$ cat config.mk
export PLATFORM = sky130hd
export DESIGN_NAME = totient_seq_ctrl_flat
export DESIGN_NICKNAME = d
export VERILOG_FILES = /design/src/rtl/totient_seq_ctrl_pkg.sv /design/src/rtl/totient_seq_ctrl_if.sv /design/src/rtl/totient_seq_ctrl_tick_gen.sv /design/src/rtl/totient_seq_ctrl.sv /design/src/flat_wrapper.sv
export SDC_FILE = /design/constraint.sdc
export NUM_CORES = 1
export LEC_CHECK = 0
export CAP_MARGIN = 40
export CORE_MARGIN = 1
export CORE_UTILIZATION = 47
export CTS_BUF_LIST = sky130_fd_sc_hd__clkbuf_4 sky130_fd_sc_hd__clkbuf_8 sky130_fd_sc_hd__clkbuf_16
export DETAILED_ROUTE_END_ITERATION = 7
export GPL_ROUTABILITY_DRIVEN = 0
export PLACE_DENSITY = 0.74
export SKIP_LAST_GASP = 1
export SLEW_MARGIN = 20
export SYNTH_ARGS = -nofsm -noshare
export SYNTH_HDL_FRONTEND = slang
export SYNTH_SLANG_ARGS = --single-unit
$ cat constraint.sdc
create_clock -name clock -period 2.1 [get_ports clock]
set_clock_uncertainty 0.15 [all_clocks]
set_input_delay 0.42 -clock clock [delete_from_list [all_inputs] [get_ports clock]]
set_output_delay 0.42 -clock clock [all_outputs]
set_load 0.01 [all_outputs]
$ cat src/rtl/totient_seq_ctrl_pkg.sv
// Shared types and constants for the totient display sequencer.
package totient_pkg;

  typedef enum logic [1:0] {
    MODE_BOUNCE = 2'b00,
    MODE_FWD    = 2'b01,
    MODE_REV    = 2'b10,
    MODE_HOLD   = 2'b11
  } mode_e;

  typedef enum logic [1:0] {
    ST_IDLE  = 2'b00,
    ST_RUN   = 2'b01,
    ST_DWELL = 2'b10
  } state_e;

  localparam int IDX_RESET = 1;
  localparam int IDX_MAX   = 15;

endpackage

$ cat src/rtl/totient_seq_ctrl_if.sv
// Control/status bundle between the sequencer and whoever drives it.
interface totient_seq_ctrl_if #(
  parameter int IDX_W = 4
);
  logic             run_i;
  logic             step_i;
  logic [1:0]       mode_i;
  logic [IDX_W-1:0] index_o;
  logic             dir_o;
  logic             step_o;
  logic [1:0]       state_o;

  modport master (
    output run_i, step_i, mode_i,
    input  index_o, dir_o, step_o, state_o
  );

  modport slave (
    input  run_i, step_i, mode_i,
    output index_o, dir_o, step_o, state_o
  );
endinterface

$ cat src/rtl/totient_seq_ctrl_tick_gen.sv
// Prescale counter: tick_o is high on the last cycle of each PRESCALE-cycle period while enabled.
module totient_tick_gen #(
  parameter int PRESCALE = 4
) (
  input  logic clock,
  input  logic reset,
  input  logic en_i,
  input  logic clr_i,
  output logic tick_o
);
  localparam int CNT_W = (PRESCALE > 1) ? $clog2(PRESCALE) : 1;
  localparam logic [CNT_W-1:0] CNT_LAST = CNT_W'(PRESCALE - 1);

  logic [CNT_W-1:0] cnt_q, cnt_d;

  assign tick_o = en_i && (cnt_q == CNT_LAST);

  always_comb begin
    cnt_d = cnt_q;
    if (clr_i || tick_o) begin
      cnt_d = '0;
    end else if (en_i) begin
      cnt_d = cnt_q + 1'b1;
    end
  end

  always_ff @(posedge clock or posedge reset) begin
    if (reset) begin
      cnt_q <= '0;
    end else begin
      cnt_q <= cnt_d;
    end
  end
endmodule

$ cat src/rtl/totient_seq_ctrl.sv
// Index sequencer for the totient ROM/decoder: free-run, pause/single-step, four traversal modes, endpoint dwell.
module totient_seq_ctrl
  import totient_pkg::*;
#(
  parameter int PRESCALE = 4,
  parameter int DWELL    = 2,
  parameter int IDX_W    = 4
) (
  input  logic               clock,
  input  logic               reset,
  totient_seq_ctrl_if.slave  bus
);
  localparam logic [1:0] S_IDLE  = ST_IDLE;
  localparam logic [1:0] S_RUN   = ST_RUN;
  localparam logic [1:0] S_DWELL = ST_DWELL;

  localparam logic [IDX_W-1:0] IDX_TOP  = '1;
  localparam logic [IDX_W-1:0] IDX_INIT = IDX_W'(IDX_RESET);
  localparam int DW_W = (DWELL > 1) ? $clog2(DWELL) : 1;
  localparam logic [DW_W-1:0] DW_LAST = DW_W'((DWELL > 0) ? DWELL - 1 : 0);

  logic [1:0]       state_q, state_d;
  logic [IDX_W-1:0] idx_q, idx_d;
  logic             dir_q, dir_d;
  logic             step_q, step_d;
  logic [DW_W-1:0]  dwell_q, dwell_d;

  mode_e            mode;
  logic             tick;
  logic             at_end;
  logic             adv_dir;
  logic [IDX_W-1:0] adv_idx;

  assign mode = mode_e'(bus.mode_i);

  // Counter is cleared while idle and on the edge that drops back to idle.
  totient_tick_gen #(.PRESCALE(PRESCALE)) u_tick (
    .clock  (clock),
    .reset  (reset),
    .en_i   (state_q != S_IDLE),
    .clr_i  ((state_q == S_IDLE) || !bus.run_i),
    .tick_o (tick)
  );

  // Result of one advance from the current index/dir; bounce endpoints turn around and move at once.
  always_comb begin
    at_end  = (mode == MODE_BOUNCE) && (dir_q ? (idx_q == '0) : (idx_q == IDX_TOP));
    adv_dir = dir_q;
    adv_idx = idx_q;
    case (mode)
      MODE_BOUNCE: begin
        adv_dir = dir_q ^ at_end;
        adv_idx = adv_dir ? idx_q - 1'b1 : idx_q + 1'b1;
      end
      MODE_FWD: begin
        adv_dir = 1'b0;
        adv_idx = idx_q + 1'b1;
      end
      MODE_REV: begin
        adv_dir = 1'b1;
        adv_idx = idx_q - 1'b1;
      end
      default: ;
    endcase
  end

  always_comb begin
    state_d = state_q;
    idx_d   = idx_q;
    dir_d   = dir_q;
    dwell_d = dwell_q;
    case (state_q)
      S_IDLE: begin
        if (bus.step_i) begin
          idx_d = adv_idx;
          dir_d = adv_dir;
        end
        if (bus.run_i) begin
          state_d = S_RUN;
        end
      end
      S_RUN: begin
        if (!bus.run_i) begin
          state_d = S_IDLE;
        end else if (tick) begin
          if (at_end && (DWELL > 0)) begin
            state_d = S_DWELL;
            dwell_d = '0;
          end else begin
            idx_d = adv_idx;
            dir_d = adv_dir;
          end
        end
      end
      S_DWELL: begin
        if (!bus.run_i) begin
          state_d = S_IDLE;
        end else if (tick) begin
          // Exit applies whatever mode is current now, from the held index.
          if (dwell_q == DW_LAST) begin
            state_d = S_RUN;
            idx_d   = adv_idx;
            dir_d   = adv_dir;
          end else begin
            dwell_d = dwell_q + 1'b1;
          end
        end
      end
      default: state_d = S_IDLE;
    endcase
    step_d = (idx_d != idx_q);
  end

  always_ff @(posedge clock or posedge reset) begin
    if (reset) begin
      state_q <= S_IDLE;
      idx_q   <= IDX_INIT;
      dir_q   <= 1'b0;
      step_q  <= 1'b0;
      dwell_q <= '0;
    end else begin
      state_q <= state_d;
      idx_q   <= idx_d;
      dir_q   <= dir_d;
      step_q  <= step_d;
      dwell_q <= dwell_d;
    end
  end

  assign bus.index_o = idx_q;
  assign bus.dir_o   = dir_q;
  assign bus.step_o  = step_q;
  assign bus.state_o = state_q;
endmodule

$ cat src/flat_wrapper.sv
// flat-port wrapper written by rule: the top's interface ports become plain ports
module totient_seq_ctrl_flat import totient_pkg::*;
#(
  parameter int PRESCALE = 4,
  parameter int DWELL    = 2,
  parameter int IDX_W    = 4
)
  (clock, reset, bus_run_i, bus_step_i, bus_mode_i, bus_index_o, bus_dir_o, bus_step_o, bus_state_o);
  totient_seq_ctrl_if #(.IDX_W(IDX_W)) bus_i ();
  input  logic clock;
  input  logic reset;
  input wire logic [$bits(bus_i.run_i)-1:0] bus_run_i;
  input wire logic [$bits(bus_i.step_i)-1:0] bus_step_i;
  input wire logic [$bits(bus_i.mode_i)-1:0] bus_mode_i;
  output wire logic [$bits(bus_i.index_o)-1:0] bus_index_o;
  output wire logic [$bits(bus_i.dir_o)-1:0] bus_dir_o;
  output wire logic [$bits(bus_i.step_o)-1:0] bus_step_o;
  output wire logic [$bits(bus_i.state_o)-1:0] bus_state_o;
  assign bus_i.run_i = bus_run_i;
  assign bus_i.step_i = bus_step_i;
  assign bus_i.mode_i = bus_mode_i;
  assign bus_index_o = bus_i.index_o;
  assign bus_dir_o = bus_i.dir_o;
  assign bus_step_o = bus_i.step_o;
  assign bus_state_o = bus_i.state_o;
  totient_seq_ctrl #(.PRESCALE(PRESCALE), .DWELL(DWELL), .IDX_W(IDX_W)) u_core (.clock(clock), .reset(reset), .bus(bus_i));
endmodule
[Yosys cells after proc, flatten, opt, wreduce, memory -nomap -nowiden]
Index checks and enable logic that the tools add are counted.
Word-level totals
  bits in registers: 11
  word-level logic and storage cells: 83
  bits of input ports: 6
Operators by class
  eq/ne operators: 20
  bitwise operators: 1
  reductions and logical operators: 15
  $add $sub $neg: 4
  mux-type cells: 37
Operator list (count)
  4-bit 2-to-1 mux: 8
  4-bit one-hot mux with 3 select lines: 2
  2-bit 2-to-1 mux: 9
  1-bit 2-to-1 mux: 14
  2-bit inequality test, second input constant: 7
  8-bit AND reduction: 1
  2-bit == test, second input constant: 3
  3-bit by 2-bit inequality test with 1-bit output, second input constant: 2
  3-bit inequality test, second input constant: 2
  1-bit one-hot mux with 3 select lines: 2
  2-bit one-hot mux with 3 select lines: 1
  6-bit AND reduction: 1
  2-bit nonzero test: 3
  5-bit AND reduction: 1
  4-bit by 1-bit adder with 4-bit output, second input constant: 1
  2-bit by 1-bit == test with 1-bit output, second input constant: 2
  4-bit == test, second input constant: 1
  2-bit logical NOT: 2
  4-bit logical NOT: 1
  2-bit by 1-bit inequality test with 1-bit output, second input constant: 2
  4-bit inequality test: 1
  4-bit by 1-bit subtractor with 4-bit output, second input constant: 1
  3-bit nonzero test: 1
  2-bit by 1-bit adder with 2-bit output, second input constant: 1
  6 further kinds: 8

[Longest topological paths before layout]
Gate-level depths: netlist of run 1.
  depth in word-level cells: 11
  mapped depth: 8
  depth with buffers taken out: 8

[By module]
A second synthesis of run 1 with hierarchy kept.
Second synthesis, totals
  cell total of the unflattened synthesis: 145
  area, all modules: 1183.6 um^2
Modules (own cells, without submodules)
  totient_seq_ctrl: seq. area each 226.5 um^2, area each 1068.5 um^2, instances 1, cells an instance 134
  totient_tick_gen: seq. area each 50.0 um^2, area each 115.1 um^2, instances 1, cells an instance 11

[Worst setup path before layout of run 1]
OpenSTA, ideal clock, no wires.
  kind: register to register
  start: reg u_core.idx_q[0], in the netlist u_core.bus.index_o[0]
  end: reg u_core.idx_q[2], in the netlist u_core.bus.index_o[2]
  setup slack: -0.262 ns
  clock period less this slack: 2.362 ns
  data arrival time: 2.090 ns
  stages on the path, launching flop included: 8
  path buffers: 0
  cells stage by stage: dfstp_2 inv_1 ha_1 and4bb_2 o21ai_1 a41oi_1 or3_1 a22o_2
Between the ends
  longest elaborated chain between the ends: 10
RTL lines
  from (decl): RTL line totient_seq_ctrl.sv:23  | logic [IDX_W-1:0] idx_q, idx_d;
  from (signal assigned): RTL line totient_seq_ctrl.sv:123  | idx_q <= idx_d;
  4-bit == test or 4-bit logical NOT (tied branches): RTL line totient_seq_ctrl.sv:47  | at_end = (mode == MODE_BOUNCE) && (dir_q ? (idx_q == '0) : (idx_q == IDX_TOP));
  1-bit 2-to-1 mux: RTL line totient_seq_ctrl.sv:47
  1-bit logical AND: RTL line totient_seq_ctrl.sv:47
  1-bit bitwise XOR: RTL line totient_seq_ctrl.sv:52  | adv_dir = dir_q ^ at_end;
  4-bit 2-to-1 mux: RTL line totient_seq_ctrl.sv:53  | adv_idx = adv_dir ? idx_q - 1'b1 : idx_q + 1'b1;
  4-bit one-hot mux with 3 select lines: RTL line totient_seq_ctrl.sv:50  | case (mode)
  4-bit 2-to-1 mux, on equally long branches: RTL line totient_seq_ctrl.sv:100, totient_seq_ctrl.sv:86
  4-bit 2-to-1 mux, on equally long branches: RTL line totient_seq_ctrl.sv:98, totient_seq_ctrl.sv:85
  4-bit 2-to-1 mux, on equally long branches: RTL line totient_seq_ctrl.sv:96, totient_seq_ctrl.sv:83
  4-bit one-hot mux with 3 select lines (*): RTL line totient_seq_ctrl.sv:72  | case (state_q)
  named net u_core.idx_d[2]: RTL line totient_seq_ctrl.sv:23
Mark *: on every way through the listed nets, which the timed path passes. The rest lies on a longest branch.
A chain may end at the register's enable or synchronous reset.

[Worst setup path after layout of run 1]
  start: reg u_core.idx_q[0], in the netlist u_core.bus.index_o[0]
  end: reg u_core.step_q, in the netlist u_core.bus.step_o
Between the ends
  longest elaborated chain between the ends: 11
RTL lines
  4-bit == test or 4-bit logical NOT (tied branches): RTL line totient_seq_ctrl.sv:47
  1-bit 2-to-1 mux: RTL line totient_seq_ctrl.sv:47
  1-bit logical AND: RTL line totient_seq_ctrl.sv:47
  1-bit bitwise XOR: RTL line totient_seq_ctrl.sv:52
  4-bit 2-to-1 mux: RTL line totient_seq_ctrl.sv:53
  4-bit one-hot mux with 3 select lines: RTL line totient_seq_ctrl.sv:50
  4-bit 2-to-1 mux, on equally long branches: RTL line totient_seq_ctrl.sv:100, totient_seq_ctrl.sv:86
  4-bit 2-to-1 mux, on equally long branches: RTL line totient_seq_ctrl.sv:98, totient_seq_ctrl.sv:85
  4-bit 2-to-1 mux, on equally long branches: RTL line totient_seq_ctrl.sv:96, totient_seq_ctrl.sv:83
  4-bit one-hot mux with 3 select lines: RTL line totient_seq_ctrl.sv:72
  4-bit inequality test (*): RTL line totient_seq_ctrl.sv:111  | step_d = (idx_d != idx_q);
  named net u_core.step_d: RTL line totient_seq_ctrl.sv:25  | logic step_q, step_d;
  to (signal assigned): RTL line totient_seq_ctrl.sv:125  | step_q <= step_d;
  to (decl): RTL line totient_seq_ctrl.sv:25
Marked as above.

==> flow_summary.rst, run 1 <==
.. list-table::
   :header-rows: 1

   * - Metric
     - Value
   * - Worst min-delay path startpoint
     - u_core.u_tick.cnt_q[0]
   * - Net count after synthesis
     - 121
   * - Number of buffers added to fix hold violations after cts
     - 0
   * - Required time at the worst-slack endpoint
     - about 2.1 ns
   * - Wire per inst
     - 15.8 µm
   * - Number of global-route vias before repair
     - 967
   * - Area of the die
     - 0.00217 mm²
   * - CTS tree
     - done
   * - Class of the tightest hold or removal check
     - reg2reg
   * - Setup TNS Final
     - -0.543 ns
   * - R2R cell count
     - 7
   * - Combined global-route utilization of all metal layers
     - 0.284
   * - Horiz. Die Dim
     - 46.6 µm
   * - Maximum number of pins on one net before global-route repair
     - 12
   * - Layout Area Growth over Synthesis
     - 57.4%
   * - Later-pin clock latency in the skew report
     - between 0.2 and 0.3 ns
   * - Hold violation total from the final report
     - 0
   * - Register-to-register path setup slack
     - -0.20 ns
   * - Clock tree sinks
     - 11
   * - First-iteration detailed-routing DRC count
     - 15
   * - Ratio of cells with drive above 1 in the final layout
     - 0.486
   * - Share of the clock period used by the worst path after layout
     - 1.09
   * - Starting density of the core
     - 0.518
   * - Number of nets in the layout
     - 161
   * - Reported max-cap violation count
     - 0
   * - Register area
     - about 280 µm²
   * - Initial antenna violation count
     - 0
   * - Register clock-pin slew on the reported worst setup and hold paths
     - 0.07 ns
   * - Synthesized area divided by synthesized cell count
     - 8.72 µm²
   * - Cell Pwr Density
     - 936 mW/mm²
   * - Violated checks
     - negative setup slack
   * - Max Clock Freq
     - approximately 440 MHz
   * - Pwr Total
     - 1.37 mW
   * - Flops & latches, synth
     - 11
   * - Final routed DRC violation total
     - 0
   * - Maximum ir drop on the vdd rail
     - 0.775 mV
   * - Wire length of the first global-routing pass
     - between 4 and 5 mm
   * - Cells after Synth
     - 107
   * - Minimum hold slack
     - 0.289 ns
   * - Crit path setup slack, layout
     - -0.195 ns
   * - Setup repair after global routing missed its margin
     - true
   * - Area of the core
     - 0.00180 mm²
   * - Half-perimeter wire length of the detailed placement result
     - 1.89 mm
   * - Final setup fails
     - 6
   * - Total wire length
     - 2.71 mm
   * - Overflow left after global routing
     - 0
   * - Remaining max-slew budget at the tightest pin
     - 0.703
   * - Slew at the pin closest to its max-slew limit
     - approximately 0.44 ns
   * - Portion of the post-synthesis area used by sequential elements
     - 0.296
   * - Row count
     - 15
   * - CTS HTree Levels
     - 1
   * - Layout fillers
     - 128
   * - Via Count
     - between 900 and 1000
   * - Area of the multi-input gates
     - between 700 and 800 µm²
   * - Post-detailed-route via-to-cell ratio
     - 5.70
   * - ANT cells
     - 0
   * - CP Launch Type
     - register
   * - Endpoint of the worst register-to-register path
     - u_core.bus.step_o
   * - Ports placed on the boundary
     - 14
   * - Final Max Slew Viols
     - 0
   * - TritonCTS buffer count
     - 3
   * - Vertical die dimension
     - around 47 µm
   * - Source of the worst register-to-register timing path
     - u_core.bus.index_o[0]
   * - Port Buffers
     - 13
   * - Leakage power summed over all cells
     - 0.615 nW
   * - Worst setup EP type
     - register
   * - Routed Antenna Nets
     - 0
   * - Instance count along the most critical hold path
     - 1
   * - End point of the most critical hold path
     - u_core.u_tick.cnt_q[0]
   * - Clock period minus final worst setup slack
     - roughly 2.3 ns
   * - WP data arrival
     - 2.28 ns
   * - Total iterations of the first detailed-routing run
     - 4
   * - Crit Path Max Fanout
     - 4
   * - Summed instance area of the synthesized netlist
     - 933 µm²
   * - WS Path Type
     - reg2reg
   * - Number of warnings reported in the yosys synthesis log
     - 0
   * - Count of unique library cells instantiated by Yosys
     - 44
   * - Maximum buffer depth of the clock tree
     - 2
   * - Root Buffer Master
     - clkbuf_4
   * - Outcome
     - finished with violations
## cells in the mapped netlist
master	n	share of area
nor2_2	1	0.0067
buf_6	1	0.012
a21oi_2	1	0.0094
and3_4	1	0.012
ha_1	8	0.11
buf_2	1	0.0054
o21ai_0	5	0.027
nor4_4	1	0.023
a31o_2	1	0.0094
a22o_2	1	0.011
o41a_1	1	0.012
mux2i_1	1	0.011
o211ai_1	1	0.0080
nand4_1	1	0.0067
inv_1	9	0.036
a211oi_1	1	0.0080
or3_1	2	0.013
and4bb_2	1	0.013
or4_2	1	0.0094
o21ai_1	1	0.0054
nor2_1	8	0.032
a21boi_0	2	0.016
nor3_1	2	0.011
nand2b_1	2	0.013
clkbuf_1	2	0.0080
dfstp_2	1	0.028
o221a_2	1	0.012
and4b_1	1	0.011
a21oi_4	1	0.017
and2_1	2	0.013
a22oi_1	2	0.016
a21o_1	1	0.0080
and2b_4	1	0.011
nand2_1	10	0.040
a21oi_1	9	0.048
a31oi_1	2	0.013
o221ai_2	1	0.016
dfrtp_1	10	0.27
o22ai_1	2	0.013
a41oi_1	1	0.0094
xnor2_1	2	0.019
o31ai_1	1	0.0080
nor3b_1	1	0.0080
nor2b_1	2	0.013
## power breakdown
part	internal [mW]	switching, mW
sequential	0.257	0.0776
combinational	0.461	0.425
clock	0.0862	0.0681
## cell usage in the layout, fill, tap and decap left out, types with 2 or more instances in the layout
cell and count:
a22oi_2 2, o21ai_1 2, clkdlybuf4s50_1 10, inv_1 4
o21ai_0 2, xnor2_1 2, ha_4 3, o21ai_4 2
nand2_4 2, dfrtp_1 10, buf_4 24, nor2_1 7
dlygate4sd2_1 3, nand2_2 2, ha_1 3, a21oi_2 4
a31oi_1 2, a21boi_0 2, ha_2 2, nand2_1 6
a21oi_1 5, inv_2 5, nand2b_1 2, buf_6 2
clkbuf_4 4, a21oi_4 2, or3_1 2
## metrics by stage
stage	worst slack, ns	util	std cells	cell area [µm²]
2_1_floorplan	-0.135	-	107	1010
3_3_place_gp	-0.549	0.727	163	1310
3_5_place_dp	-0.657	0.727	163	1310
4_1_cts	-0.153	0.806	170	1450
5_1_grt	-0.209	0.815	171	1470
6_report	-0.195	0.815	171	1470
## worst max-delay path, stage by stage (launching register included)
cell	delay [ns]
dfstp_2	0.60
ha_4	0.19
and4b_1	0.26
o21ai_4	0.09
a31o_2	0.25
a21oi_2	0.13
a211oi_1	0.06
o41a_1	0.44
## state kept, by name, indices dropped and copies added (netlist names)
signal / flops
u_core.bus.index_o: 4
u_core.bus.state_o: 2
u_core.u_tick.cnt_q: 2
u_core.dwell_q: 1
u_core.bus.step_o: 1
u_core.bus.dir_o: 1
## cells by family after synthesis
group,share of synthesized area
simple gates,0.237
mux,0.0107
xor+xnor,0.0188
flops,0.296
compound gates,0.268
fa+ha+maj,0.107
buf+inv,0.0617
## repair_timing
item | CTS | global route
setup endpoints to repair | 7 | 6
hold endpoints to repair | 0 | 0
resized for setup | 30 | 3
gates cloned | 1 | 0
pin swaps | 5 | 1
buffers inserted | 2 | 1
## cell type report
type                            instances  area share
Multi-Input combinational cell         83       0.523
Timing Repair Buffer                   39       0.224
Sequential cell                        11       0.188
Inverter                                9      0.0230
Tap cell                               25      0.0213
Clock buffer                            4      0.0204
## worst max path at each step
stage	from	end	slack [ns]	cells past startpoint
final	u_core.bus.index_o[0]	u_core.bus.step_o	-0.20	7
after global routing	u_core.bus.index_o[1]	u_core.bus.step_o	-0.21	7
after CTS	u_core.bus.index_o[0]	u_core.bus.step_o	-0.15	7
after detailed placement	bus_mode_i[0]	u_core.bus.step_o	-0.66	9
after global placement	bus_mode_i[0]	u_core.bus.step_o	-0.55	9
after floorplan	u_core.bus.index_o[0]	u_core.bus.index_o[2]	-0.14	7
## metal layers
metal	up-vias	track usage	part of all wire
li1	469	-	-
met1	465	0.373	0.43
met2	38	0.483	0.50
met3	2	0.0235	0.058
met4	0	0.0941	0.0048
met5	-	0	0
Power figures use the tool's default switching activity.
==> inputs of run 2 (changes only) <==
- GPL_TIMING_DRIVEN: unset -> 0
==> flow_summary.rst, run 2 (synthesis results as in run 1) <==
.. list-table::
   :header-rows: 1

   * - Metric
     - Value
   * - Source of the worst register-to-register timing path
     - u_core.bus.index_o[0]
   * - CTS HTree Levels
     - 1
   * - Clock share of power
     - 0.113
   * - Leakage power summed over all cells
     - 0.549 nW
   * - Origin of the worst setup path
     - u_core.bus.index_o[0]
   * - Layout fillers
     - 131
   * - ANT cells
     - 0
   * - Net Switching
     - 523 µW
   * - Crit Path Max Fanout
     - 5
   * - Starting density of the core
     - 0.518
   * - Final design instance area without fill
     - 0.00136 mm²
   * - Share of the clock period used by the worst path after layout
     - 1.08
   * - Slew at the pin closest to its max-slew limit
     - 0.422 ns
   * - Most frequent standard cell in the layout excluding fill and tap cells
     - clkdlybuf4s50_1
   * - Area of the die
     - 0.00217 mm²
   * - Ratio of cells with drive above 1 in the final layout
     - 0.403
   * - WP data arrival
     - about 2.3 ns
   * - Fin cells
     - roughly 160
   * - Remaining max-slew budget at the tightest pin
     - 0.718
   * - Internal portion of total power
     - 726 µW
   * - Part of the total power dissipated in sequential elements
     - 0.260
   * - Root Buffer Master
     - clkbuf_4
   * - Maximum number of pins on one net before global-route repair
     - 12
   * - Clock period minus final worst setup slack
     - about 2.3 ns
   * - Area of the core
     - approximately 0.0018 mm²
   * - Final Max Slew Viols
     - 0
   * - Port Buffers
     - 13
   * - Reported max-cap violation count
     - 0
   * - Register clock-pin slew on the reported worst setup and hold paths
     - 0.07 ns
   * - Hold violation total from the final report
     - 0
   * - Most used cells in the layout excluding fill and tap cells
     - clkdlybuf4s50_1 (10), buf_4 (9), dfrtp_1 (9), nor2_1 (8), a21oi_1 (8)
   * - Cell Pwr Density
     - 918 mW/mm²
   * - Later-pin clock latency in the skew report
     - 0.27 ns
   * - Worst min-delay path startpoint
     - u_core.u_tick.cnt_q[0]
   * - Required time at the worst-slack endpoint
     - 2.10 ns
   * - Row count
     - 15
   * - Ports placed on the boundary
     - 14
   * - Maximum ir drop on the vdd rail
     - 0.888 mV
   * - Total wire length
     - 2.16 mm
   * - Post-detailed-route via-to-cell ratio
     - 5.52
   * - Crit path setup slack, layout
     - -0.160 ns
   * - Worst setup EP type
     - register
   * - Violated checks
     - negative setup slack
   * - Clock tree sinks
     - 11
   * - Initial antenna violation count
     - 0
   * - Half-perimeter wire length of the detailed placement result
     - 1.54 mm
   * - Class of the tightest hold or removal check
     - reg2reg
   * - Share of power burned in combinational logic
     - 0.627
   * - WS Path Type
     - reg2reg
   * - Number of buffers added to fix hold violations after cts
     - 0
   * - Final setup fails
     - 4
   * - Pwr Total
     - 1.25 mW
   * - Outcome
     - finished with violations
   * - Wire length of the first global-routing pass
     - 3.53 mm
   * - Max Clock Freq
     - 442 MHz
   * - Area of placed instances
     - 0.00117 mm²
   * - Number of placed instances, taps included
     - 145
   * - Number of global-route vias before repair
     - slightly above 800
   * - Layout Area Growth over Synthesis
     - 45.8%
   * - Horiz. Die Dim
     - about 47 µm
   * - CP Launch Type
     - register
   * - CTS tree
     - done
   * - TritonCTS buffer count
     - 3
   * - Via Count
     - 877
   * - Switching share of total power
     - 0.419
   * - Wire per inst
     - between 10 and 15 µm
   * - Max FFs per register
     - 4
   * - Vertical die dimension
     - 46.6 µm
   * - Final routed DRC violation total
     - 0
   * - Total iterations of the first detailed-routing run
     - 4
   * - Maximum buffer depth of the clock tree
     - 2
   * - Overflow left after global routing
     - 0
   * - First-iteration detailed-routing DRC count
     - 20
   * - Combined global-route utilization of all metal layers
     - 0.235
   * - Setup repair after global routing missed its margin
     - true
   * - Number of nets in the layout
     - between 100 and 150
   * - Routed Antenna Nets
     - 0
==> run 2: changes by cell type in the layout (fill, tap and decap cells not counted), moves of 2 or more <==
cell	change
inv_2	-2
buf_4	-15
clkbuf_1	+2
inv_4	+2
a21oi_1	+3
a21oi_2	-3
nand2_4	-2
==> run 2: layout make-up <==
cell class / count / area (µm²) / share of cell area
flip-flops and latches: 11 / 278 / 0.204
plain buffers: 4 / 23.8 / 0.0175
multi-input cells: 84 / 764 / 0.562
inverters: 9 / 38.8 / 0.0285
well taps: 25 / 31.3 / 0.0230
clock buffers: 3 / 22.5 / 0.0165
repair buffers: 22 / 198 / 0.145
clock inverters: 1 / 5.00 / 0.00368
==> run 2: metrics by stage <==
step,setup WS [ns],utilization,setup TNS [ns],hold slack [ns]
2_1_floorplan,-0.135,-,-0.209,0.122
5_1_grt,-0.218,0.756,-0.700,0.316
3_3_place_gp,-0.705,0.649,-2.24,0.270
6_report,-0.160,0.756,-0.316,0.285
3_5_place_dp,-0.765,0.649,-2.68,0.280
4_1_cts,-0.154,0.735,-0.353,0.290
==> run 2: critical path: stages (launching register included) <==
cell	delay, ns
dfstp_2	0.60
ha_4	0.20
and4b_1	0.25
o21ai_4	0.08
a31o_2	0.24
a21oi_1	0.13
a211oi_1	0.07
o41a_1	0.42
==> run 2: repair_timing <==
item / CTS / global route
setup buffers: 7 / 2
pin swaps: 7 / 10
gates resized for setup: 21 / 8
gates cloned: 1 / 0
endpoints found under the setup margin: 6 / 8
==> run 2: final timing paths <==
check / to / slack [ns] / depth (start not counted)
min in group asynchronous: u_core.bus.index_o[3] / 0.31 / 2
setup / recovery: u_core.bus.step_o / -0.16 / 7
hold / removal: u_core.u_tick.cnt_q[0] / 0.29 / 1
setup reg to reg: u_core.bus.step_o / -0.16 / 7
hold reg to reg: u_core.u_tick.cnt_q[0] / 0.29 / 1
max in group asynchronous: u_core.bus.index_o[0] / 1.16 / 2
==> run 2: power by group through the flow <==
| stage | sequential (mW) | combinational (mW) | clock [mW] |
|---|---|---|---|
| 5_1_grt | 0.334 | 0.851 | 0.160 |
| 3_5_place_dp | 0.328 | 0.657 | 0 |
| 2_1_floorplan | 0.334 | 0.466 | 0 |
| 6_report | 0.325 | 0.784 | 0.141 |
| 3_3_place_gp | 0.326 | 0.639 | 0 |
| 4_1_cts | 0.324 | 0.747 | 0.145 |
==> run 2: routing by layer <==
metal / vias to the layer above / wire length [µm] / track usage
li1: 442 / - / -
met1: 414 / 1010 / 0.320
met2: 21 / 1070 / 0.372
met3: 0 / 81 / 0.0706
met4: 0 / 0 / 0.0353
met5: - / 0 / 0
